File: src/rtl/gfx_pkg.sv
// Shared fixed-point, FP32 and perspective-divide definitions for the geometry pipeline.
package gfx_pkg;

  localparam int unsigned FRAC_BITS  = 16;
  localparam logic [31:0] ONE_Q16    = 32'h0001_0000;
  localparam logic [31:0] Q_MAX      = 32'h7FFF_FFFF;

  localparam int unsigned EXP_BIAS   = 127;
  localparam int unsigned EXP_MAX    = 255;

  localparam int unsigned DIV_CYCLES = 48;
  localparam int unsigned DIV_W      = 48;
  localparam int unsigned CNT_W      = 6;

  typedef enum logic [2:0] {IDLE, CONVERT, CHECK, DIVIDE, MAP, DONE} pd_state_t;

  // One restoring-divider lane: remainder plus a shared dividend/quotient shift register.
  typedef struct packed {
    logic [31:0]      rem;
    logic [DIV_W-1:0] dq;
  } div_lane_t;

  // One restoring step: shift in the next dividend bit, subtract if it fits.
  function automatic div_lane_t div_step(input div_lane_t s, input logic [31:0] d);
    logic [32:0] trial;
    div_lane_t   r;
    trial = {s.rem, s.dq[DIV_W-1]};
    r.dq  = {s.dq[DIV_W-2:0], 1'b0};
    if (trial >= {1'b0, d}) begin
      r.rem   = 32'(trial - {1'b0, d});
      r.dq[0] = 1'b1;
    end else begin
      r.rem = trial[31:0];
    end
    return r;
  endfunction

  // Magnitude of a two's-complement Q16.16 value (inputs never reach -2^31).
  function automatic logic [31:0] q_abs(input logic [31:0] v);
    return v[31] ? 32'(-v) : v;
  endfunction

  // Saturate a 48-bit quotient to 31 bits and apply the sign.
  function automatic logic [31:0] q_sat_sign(input logic [DIV_W-1:0] q, input logic neg);
    logic [31:0] mag;
    mag = (|q[DIV_W-1:31]) ? Q_MAX : q[31:0];
    return neg ? 32'(-mag) : mag;
  endfunction

endpackage

File: src/rtl/float_to_fixed.sv
// Combinational FP32 -> signed Q16.16, truncating, saturating to +/-0x7FFFFFFF.
// Ports: f (FP32 in), q_c (Q16.16 out), nan_c (input is NaN).
module float_to_fixed
  import gfx_pkg::*;
(
  input  logic [31:0] f,
  output logic [31:0] q_c,
  output logic        nan_c
);

  logic              sign;
  logic [7:0]        exp_f;
  logic [22:0]       frac;
  logic signed [9:0] e;
  logic [31:0]       mant;
  logic [31:0]       mag;
  logic              sat;

  always_comb begin
    sign  = f[31];
    exp_f = f[30:23];
    frac  = f[22:0];
    e     = signed'({2'b00, exp_f}) - signed'(10'(EXP_BIAS));
    mant  = {8'h00, 1'b1, frac};
    mag   = '0;
    sat   = 1'b0;
    nan_c = 1'b0;
    if (exp_f == 8'h00) begin
      mag = '0;
    end else if (exp_f == 8'(EXP_MAX)) begin
      sat   = 1'b1;
      nan_c = |frac;
    end else if (e >= 10'sd15) begin
      sat = 1'b1;
    end else if (e < -10'sd16) begin
      mag = '0;
    end else if (e >= 10'sd7) begin
      // {1,frac} is 1.23; Q16.16 needs a shift of e-7
      mag = mant << 5'(e - 10'sd7);
    end else begin
      mag = mant >> 5'(10'sd7 - e);
    end
    if (sat) mag = Q_MAX;
    q_c = sign ? 32'(-mag) : mag;
  end

endmodule

File: src/rtl/perspective_divide.sv
// Clip-space FP32 vertex -> screen pixel + Q16.16 depth via sequential divide by w.
// Ports: clk_in, rst_in (sync, active-low), pos/valid_in (vertex in), ready_out (idle),
//        px_out/py_out/depth_out/clipped_out (result), valid_out (result strobe),
//        dropped_out (vertex offered while busy).
module perspective_divide
  import gfx_pkg::*;
#(
  parameter int unsigned SCREEN_W = 320,
  parameter int unsigned SCREEN_H = 180
) (
  input  logic             clk_in,
  input  logic             rst_in,
  input  logic [3:0][31:0] pos,
  input  logic             valid_in,
  output logic             ready_out,
  output logic [10:0]      px_out,
  output logic [9:0]       py_out,
  output logic [31:0]      depth_out,
  output logic             clipped_out,
  output logic             valid_out,
  output logic             dropped_out
);

  pd_state_t        state_q, state_d;
  logic [3:0][31:0] pos_q;
  logic [3:0][31:0] fix_c;
  logic [3:0]       nan_c;
  logic             unused_nan;
  logic [31:0]      ax_q, ay_q, az_q, w_q;
  logic             w_nan_q;
  logic             clip_w_q;
  div_lane_t        dx_q, dy_q, dz_q;
  logic [CNT_W-1:0] cnt_q;
  logic [31:0]      ndc_x_q, ndc_y_q, ndc_z_q;

  logic             w_clip_c;
  logic             map_clip_c;
  logic [43:0]      px_prod_c, py_prod_c, px_raw_c, py_raw_c;
  logic [10:0]      px_c;
  logic [9:0]       py_c;

  for (genvar i = 0; i < 4; i++) begin : g_f2f
    float_to_fixed u_f2f (
      .f     (pos_q[i]),
      .q_c   (fix_c[i]),
      .nan_c (nan_c[i])
    );
  end

  // Only the w lane's NaN flag affects behaviour.
  assign unused_nan = ^nan_c[3:1];

  // State register.
  always_ff @(posedge clk_in) begin
    if (!rst_in) begin
      state_q   <= IDLE;
      ready_out <= 1'b1;
    end else begin
      state_q   <= state_d;
      ready_out <= (state_d == IDLE);
    end
  end

  // Next-state logic.
  always_comb begin
    state_d  = state_q;
    w_clip_c = w_nan_q || ($signed(w_q) <= 32'sd0);
    case (state_q)
      IDLE:    if (valid_in) state_d = CONVERT;
      CONVERT: state_d = CHECK;
      CHECK:   state_d = w_clip_c ? DONE : DIVIDE;
      DIVIDE:  if (cnt_q == CNT_W'(DIV_CYCLES - 1)) state_d = MAP;
      MAP:     state_d = DONE;
      DONE:    state_d = IDLE;
      default: state_d = IDLE;
    endcase
  end

  // NDC -> screen mapping, consumed in DONE.
  always_comb begin
    map_clip_c = clip_w_q || (q_abs(ndc_x_q) > ONE_Q16) || (q_abs(ndc_y_q) > ONE_Q16);
    px_prod_c  = 44'(32'(ndc_x_q + ONE_Q16)) * 44'(SCREEN_W);
    py_prod_c  = 44'(32'(ONE_Q16 - ndc_y_q)) * 44'(SCREEN_H);
    px_raw_c   = px_prod_c >> 17;
    py_raw_c   = py_prod_c >> 17;
    px_c       = (px_raw_c >= 44'(SCREEN_W)) ? 11'(SCREEN_W - 1) : px_raw_c[10:0];
    py_c       = (py_raw_c >= 44'(SCREEN_H)) ? 10'(SCREEN_H - 1) : py_raw_c[9:0];
  end

  // Datapath and registered outputs.
  always_ff @(posedge clk_in) begin
    if (!rst_in) begin
      pos_q       <= '0;
      ax_q        <= '0;
      ay_q        <= '0;
      az_q        <= '0;
      w_q         <= '0;
      w_nan_q     <= 1'b0;
      clip_w_q    <= 1'b0;
      dx_q        <= '0;
      dy_q        <= '0;
      dz_q        <= '0;
      cnt_q       <= '0;
      ndc_x_q     <= '0;
      ndc_y_q     <= '0;
      ndc_z_q     <= '0;
      px_out      <= '0;
      py_out      <= '0;
      depth_out   <= '0;
      clipped_out <= 1'b0;
      valid_out   <= 1'b0;
      dropped_out <= 1'b0;
    end else begin
      valid_out   <= 1'b0;
      dropped_out <= valid_in && (state_q != IDLE);
      case (state_q)
        IDLE: if (valid_in) pos_q <= pos;
        CONVERT: begin
          ax_q    <= fix_c[3];
          ay_q    <= fix_c[2];
          az_q    <= fix_c[1];
          w_q     <= fix_c[0];
          w_nan_q <= nan_c[0];
        end
        CHECK: begin
          clip_w_q <= w_clip_c;
          cnt_q    <= '0;
          dx_q     <= '{rem: '0, dq: {q_abs(ax_q), FRAC_BITS'(0)}};
          dy_q     <= '{rem: '0, dq: {q_abs(ay_q), FRAC_BITS'(0)}};
          dz_q     <= '{rem: '0, dq: {q_abs(az_q), FRAC_BITS'(0)}};
        end
        DIVIDE: begin
          cnt_q <= cnt_q + CNT_W'(1);
          dx_q  <= div_step(dx_q, w_q);
          dy_q  <= div_step(dy_q, w_q);
          dz_q  <= div_step(dz_q, w_q);
        end
        MAP: begin
          // w > 0 here, so the quotient sign is the numerator sign
          ndc_x_q <= q_sat_sign(dx_q.dq, ax_q[31]);
          ndc_y_q <= q_sat_sign(dy_q.dq, ay_q[31]);
          ndc_z_q <= q_sat_sign(dz_q.dq, az_q[31]);
        end
        DONE: begin
          valid_out   <= 1'b1;
          clipped_out <= map_clip_c;
          px_out      <= map_clip_c ? 11'd0 : px_c;
          py_out      <= map_clip_c ? 10'd0 : py_c;
          depth_out   <= map_clip_c ? 32'd0 : ndc_z_q;
        end
        default: ;
      endcase
    end
  end

endmodule
File: config.mk
export PLATFORM = sky130hd
export DESIGN_NAME = perspective_divide
export DESIGN_NICKNAME = d
export VERILOG_FILES = /design/src/rtl/gfx_pkg.sv /design/src/rtl/float_to_fixed.sv /design/src/rtl/perspective_divide.sv
export SDC_FILE = /design/constraint.sdc
export NUM_CORES = 2
export LEC_CHECK = 0
export CORE_UTILIZATION = 67
export DETAILED_ROUTE_END_ITERATION = 7
export MAX_ROUTING_LAYER = met4
export PLACE_DENSITY_LB_ADDON = 0.25
export SETUP_SLACK_MARGIN = 0.05
export SLEW_MARGIN = 40
export SYNTH_ARGS = -nofsm -noshare
export SYNTH_HDL_FRONTEND = slang
export SYNTH_SLANG_ARGS = --single-unit
File: constraint.sdc
create_clock -name clk_in -period 20.8 [get_ports clk_in]
set_clock_uncertainty 0.05 [all_clocks]
set_input_delay 3.12 -clock clk_in [delete_from_list [all_inputs] [get_ports clk_in]]
set_output_delay 3.12 -clock clk_in [all_outputs]
set_load 0.03 [all_outputs]
Word level (Yosys, flattened, before mapping)
Cells that the tools add are included.
Operators by class
  add/sub/neg operators: 30
  $mul: 2
  divide/modulo/power cells: 0
  $lt $le $gt $ge: 20
  equality and inequality tests: 10
  shift-type cells: 8
  multiplexer cells: 73
  bitwise gates (word level): 0
  reductions and logical operators: 17
Operators with widths (count)
  $mux 32: 43
  $pmux 80 s2: 3
  $neg 32->32: 12
  $shl 24x5->32: 4
  $shr 24x5->32: 4
  $ge 33x32->1: 3
  $sub 32x32->32: 3
  $gt 32x17->1 const B: 2
  $reduce_or 17->1: 3
  $mul 32x6->38 const B: 1
  $ge 9x4->1 const B: 4
  $ge 9x5->1 const B: 4
  $lt 9x5->1 const B: 4
  $sub 8x7->9 const B: 4
  $mul 32x3->35 const B: 1
  $add 32x17->32 const B: 1
  $eq 8x8->1 const B: 4
  $le 32x1->1 const B: 1
  $logic_not 8->1: 4
  $sub 17x32->32 const A: 1
  $ge 24x9->1 const B: 1
  $ge 23x8->1 const B: 1
  $reduce_or 23->1: 1
  $mux 11: 2
  18 further kinds: 49
Storage, ports and cells
  register bits after elaboration: 660
  bits in latches: 0
  memory bits (writable): 0
  ROM bits: 0
  input bits: 131
  output and inout port bits: 57
  word-level logic and storage cells: 188
  memories: 0

Depth between registers and ports, before layout
  depth after elaboration: 11
  depth in mapped cells: 27
  depth with buffers taken out: 26

Modules after synthesis
A second synthesis with hierarchy kept.
Unflattened totals
  cell total of the unflattened synthesis: 8159
  area, all modules: 61386.4 um^2
Modules (own cells, without submodules)
  perspective_divide: times used 1, cells an instance 5449, area an instance 40710.3 um^2, sequential area each 13212.7 um^2
  float_to_fixed (g_f2f[0].u_f2f ...): times used 3, cells an instance 670, area an instance 5175.0 um^2, sequential area each 0.0 um^2
  float_to_fixed (g_f2f[3].u_f2f): times used 1, cells an instance 700, area an instance 5151.2 um^2, sequential area each 0.0 um^2

Worst setup path after synthesis
OpenSTA, ideal clock, no wires.
  path kind: reg-to-reg
  from: register ndc_y_q[3]
  to: register py_out[7]
  setup time: 117 ps
  arrival time: 6851 ps
  required time: 20633 ps
  slack: 13782 ps
  stages on the path, launching flop included: 25
  path buffers: 2
  period minus slack after synthesis: 7018 ps
  path through: dfxtp_1 -> clkbuf_1 -> nor4_1 -> nand3_1 -> or4_1 -> xor2_1 -> ha_1 -> inv_1 -> fa_1 -> fa_1 -> inv_1 -> ha_1 -> clkbuf_1 -> a21o_1 -> a311o_1 -> a21boi_0 -> a2111oi_2 -> a31o_2 -> nor4_1 -> o221ai_1 -> a2111oi_0 -> o211ai_1 -> or3b_2 -> or2_2 -> a22o_1
On the way
  cells in the longest elaborated chain, start to end: 5
  elaborated cells between the ends (all ways): 9
  those cells by class: add/sub: 2; mul: 1; order compare: 2; mux: 3; reduce/logical: 1
Ends and longest elaborated chain
  start, declared: RTL line perspective_divide.sv:34  | logic [31:0] ndc_x_q, ndc_y_q, ndc_z_q;
  start signal, assigned: RTL line perspective_divide.sv:141  | ndc_y_q <= q_sat_sign(dy_q.dq, ay_q[31]);
  $sub 17x32->32 / $neg 32->32 (equally long branches): RTL line perspective_divide.sv:83, gfx_pkg.sv:40
  $mul 32x6->38 / $mux 32 (equally long branches): RTL line perspective_divide.sv:83, gfx_pkg.sv:40
  $ge 23x8->1 / $gt 32x17->1 (equally long branches): RTL line perspective_divide.sv:87, perspective_divide.sv:81
  $mux 10 / $logic_or 1x1->1 (equally long branches): RTL line perspective_divide.sv:87, perspective_divide.sv:81
  $mux 10 *: RTL line perspective_divide.sv:148  | py_out <= map_clip_c ? 10'd0 : py_c;
  end signal, assigned: RTL line perspective_divide.sv:148
  end, declared: RTL line perspective_divide.sv:17  | output logic [9:0] py_out,
Every way passes the cells marked *; elsewhere a longest branch is shown, timed or not.
A chain may end at the register's enable or synchronous reset.

Final worst setup path
Same ends and word-level chain as after synthesis.

==> summary.txt <==
Run status
  • Status: completed

Placement
  • Post-DP HPWL: roughly 120000 µm
  • PortBufs: approximately 190
  • Placement Cell Area: 60000 µm²
  • RD Place Congestion: ~1
  • Inst Count DP: between 8000 and 9000

Drt
  • Starting DRT DRC Count: 5824
  • Initial DRT Pass Iterations: 6
  • Final wirelength: 170000 µm
  • Final ANT Viol Nets: 0
  • Routed len/inst: between 15 and 20 µm
  • Residual DRC count: 0
  • DR vias: between 50000 and 60000
  • DR vias/cell: around 6.6

Critical path
  • Critical path capture point type: register
  • CP Class: reg2reg
  • CP startpoint kind: register
  • Critical-path maximum fanout: 9
  • R2r setup slk: 12900 ps
  • Critical Path RT: 21270 ps
  • Critical Path AT: between 8000 and 9000 ps

GRT
  • Largest net degree at the start of global routing: about 120
  • Total grt overflow: 0
  • Initial antenna violation count: 2
  • First-pass GRT wire length: roughly 270000 µm
  • GRT Resource Usage Total: 0.386
  • Vias in the first global route: between 50000 and 60000

STA
  • Hold Fails Final Rpt: 0
  • Final period util: 0.380
  • Setup TNS: 0 ps
  • RSZ-0062 raised after global routing: no
  • Slew @ Worst Pin: between 800 and 900 ps
  • Slew Limit Fails: 0
  • Min Tclk post-route: 7900 ps
  • FMAX: ~0.13 GHz
  • Rel. slew slack: 0.429
  • Final setup vio count: 0

Cells and area
  • Finished Cell Area: roughly 63000 µm²
  • Synth-to-Final Area Change: 7.96%
  • Layout cells sized above 1: 0.0749
  • Final Instance Count excl. Fillers: between 8000 and 9000
  • Most frequent cells in the layout: 1305 x nand2_1, 714 x a21oi_1, 652 x dfxtp_1, 556 x o21ai_0, 553 x nor2_1
  • Fill cells: 6733
  • Fin nets: between 7000 and 8000
  • Most common cell after layout, fill and taps aside: nand2_1

Clocking
  • Clock transition at path regs: 60 ps
  • CTS tree: done
  • # hold bufs at CTS: 0
  • Clk_lat worst skew: between 600 and 700 ps
  • CTS sink count: 660
  • Root Driver: clkbuf_16
  • Num CTS Buffers: 75
  • Cells resized by post-CTS repair: 0
  • Maximum clock path buffer count: 3
  • H-tree depth: 3
  • Postcts setup bufs: 0

Synth
  • Post-Syn Area: 58100 µm²
  • Yosys reg bits: 660
  • Synth Net Count: between 8000 and 9000
  • Cell count after synthesis: a little under 8000
  • Post-synth ARST share: 0
  • YS warnings: 0
  • Yosys cell types: approximately 110
  • Register area share after synthesis: 0.227
  • Post-synth EDFFs: 0
  • Ys flop type: dfxtp_1
  • Syn Area/Cell: about 7.5 µm²

Power
  • Power Total: 0.00813 W
  • Maximum vdd drop: around 0.14 mV
  • PwrDens: around 130 nW/µm²
  • Leak: about 24 nW

Floorplanning
  • Starting Density: 0.679
  • Die height: 297 µm
  • Die width: about 300 µm
  • Core region area: between 80000 and 90000 µm²
  • Die area: 87900 µm²
  • Io pins: ~190
  • Row count: between 100 and 150

Flow run
  • Max_cap viols: 0

Worst hold path
  • Worst Hold Class: reg2reg
-- logic make-up after synthesis --
logic type                 share of synthesized area
adders and majority gates                     0.0785
muxes                                          0.124
AOI/OAI and AO/OA                              0.229
buffers and inverters                         0.0570
xor gates and xnor gates                      0.0610
DFF                                            0.227
and+or+nand+nor                                0.223
-- worst paths after layout --
path	startpoint	to	cells after the start
min reg2reg	ndc_z_q[1]	ndc_z_q[1]	2
min	ndc_z_q[1]	ndc_z_q[1]	2
max	ndc_y_q[3]	py_out[7]	22
max reg2reg	ndc_y_q[3]	py_out[7]	22
-- through the flow --
step           hold slack [ps]  worst slack (ps)   util
6_report                   400             12900  0.734
5_1_grt                    421             12500  0.734
4_1_cts                    403             12880  0.733
3_5_place_dp               395             12950  0.702
3_3_place_gp               385             13210  0.701
2_1_floorplan              376             13780      -
-- worst max-delay path, cell delays in order, from the launching register on --
cell and delay (ps):
dfxtp_1 390, nor4_1 750, nand3_1 440, o21ai_0 590, xnor2_1 180, ha_1 370, inv_1 80, fa_1 530
inv_1 50, fa_1 450, ha_1 420, a21oi_1 100, a21boi_0 290, a21boi_0 220, a2111oi_2 700, a211o_1 280
a31oi_1 130, xnor2_1 150, a2111oi_0 400, o211ai_1 170, or3b_2 550, or2_2 300, a22o_1 190
-- state kept, by name, indices dropped and copies added (netlist names), 3 cells and up --
signal	count
ndc_x_q	32
ndc_z_q	32
dz_q	80
dx_q	80
state_q	3
w_q	32
cnt_q	6
ax_q	32
py_out	10
dy_q	80
ndc_y_q	32
ay_q	32
az_q	32
depth_out	32
px_out	11
pos_q	128
-- power breakdown --
group	total [W]	internal (W)	leakage (nW)	switching [W]
Sequential	0.00153	0.00137	5.35	0.000167
Clock	0.00143	0.000849	1.29	0.000579
Combinational	0.00517	0.00202	17.6	0.00314
Total	0.00813	0.00424	24.3	0.00389
-- layer usage --
layer / global-route usage / share of wire / up-vias
met3: 0.0599 / 0.081 / 366
met5: - / 0 / -
met4: 0.135 / 0.034 / 0
met2: 0.591 / 0.45 / 2461
li1: - / - / 27500
met1: 0.518 / 0.44 / 27000
-- synthesized netlist by cell type, types with 29 or more instances --
cell | instances | area [µm²]
xor2_1 | 226 | 1980
inv_1 | 258 | 968
nand3_1 | 207 | 1040
xnor2_1 | 168 | 1470
nand2_1 | 1310 | 4920
mux2i_1 | 333 | 3330
or4_1 | 59 | 443
mux4_2 | 129 | 2910
nand4_1 | 61 | 382
a211oi_1 | 72 | 541
or2_2 | 35 | 219
a22oi_1 | 53 | 398
buf_1 | 51 | 191
o221ai_1 | 44 | 385
nor2b_1 | 62 | 388
nand2b_1 | 50 | 313
nor3_1 | 158 | 791
o41ai_1 | 29 | 254
or3_1 | 82 | 513
mux2_2 | 78 | 878
nor4_1 | 62 | 388
o31ai_1 | 57 | 428
and2_1 | 36 | 225
and3_1 | 66 | 413
dfxtp_1 | 660 | 13200
o21ai_0 | 558 | 2790
a21oi_1 | 714 | 3570
a31oi_1 | 68 | 425
clkbuf_1 | 425 | 1600
fa_1 | 58 | 1160
buf_2 | 58 | 290
ha_1 | 272 | 3400
a21o_1 | 81 | 608
o211ai_1 | 82 | 616
nor2_1 | 560 | 2100
o21a_1 | 29 | 218
-- cell type report --
class                           count  area [µm²]  area share
Clock buffer                       95        2020      0.0322
Clock inverter                     41         646      0.0103
Sequential cell                   660       13200       0.211
Multi-Input combinational cell   6252       41800       0.666
Inverter                          265        1000      0.0160
Timing Repair Buffer              280        2640      0.0420
Tap cell                         1144        1430      0.0228
Antenna cell                        2        5.00   0.0000798
No activity file was read; power rests on OpenSTA's default activity.
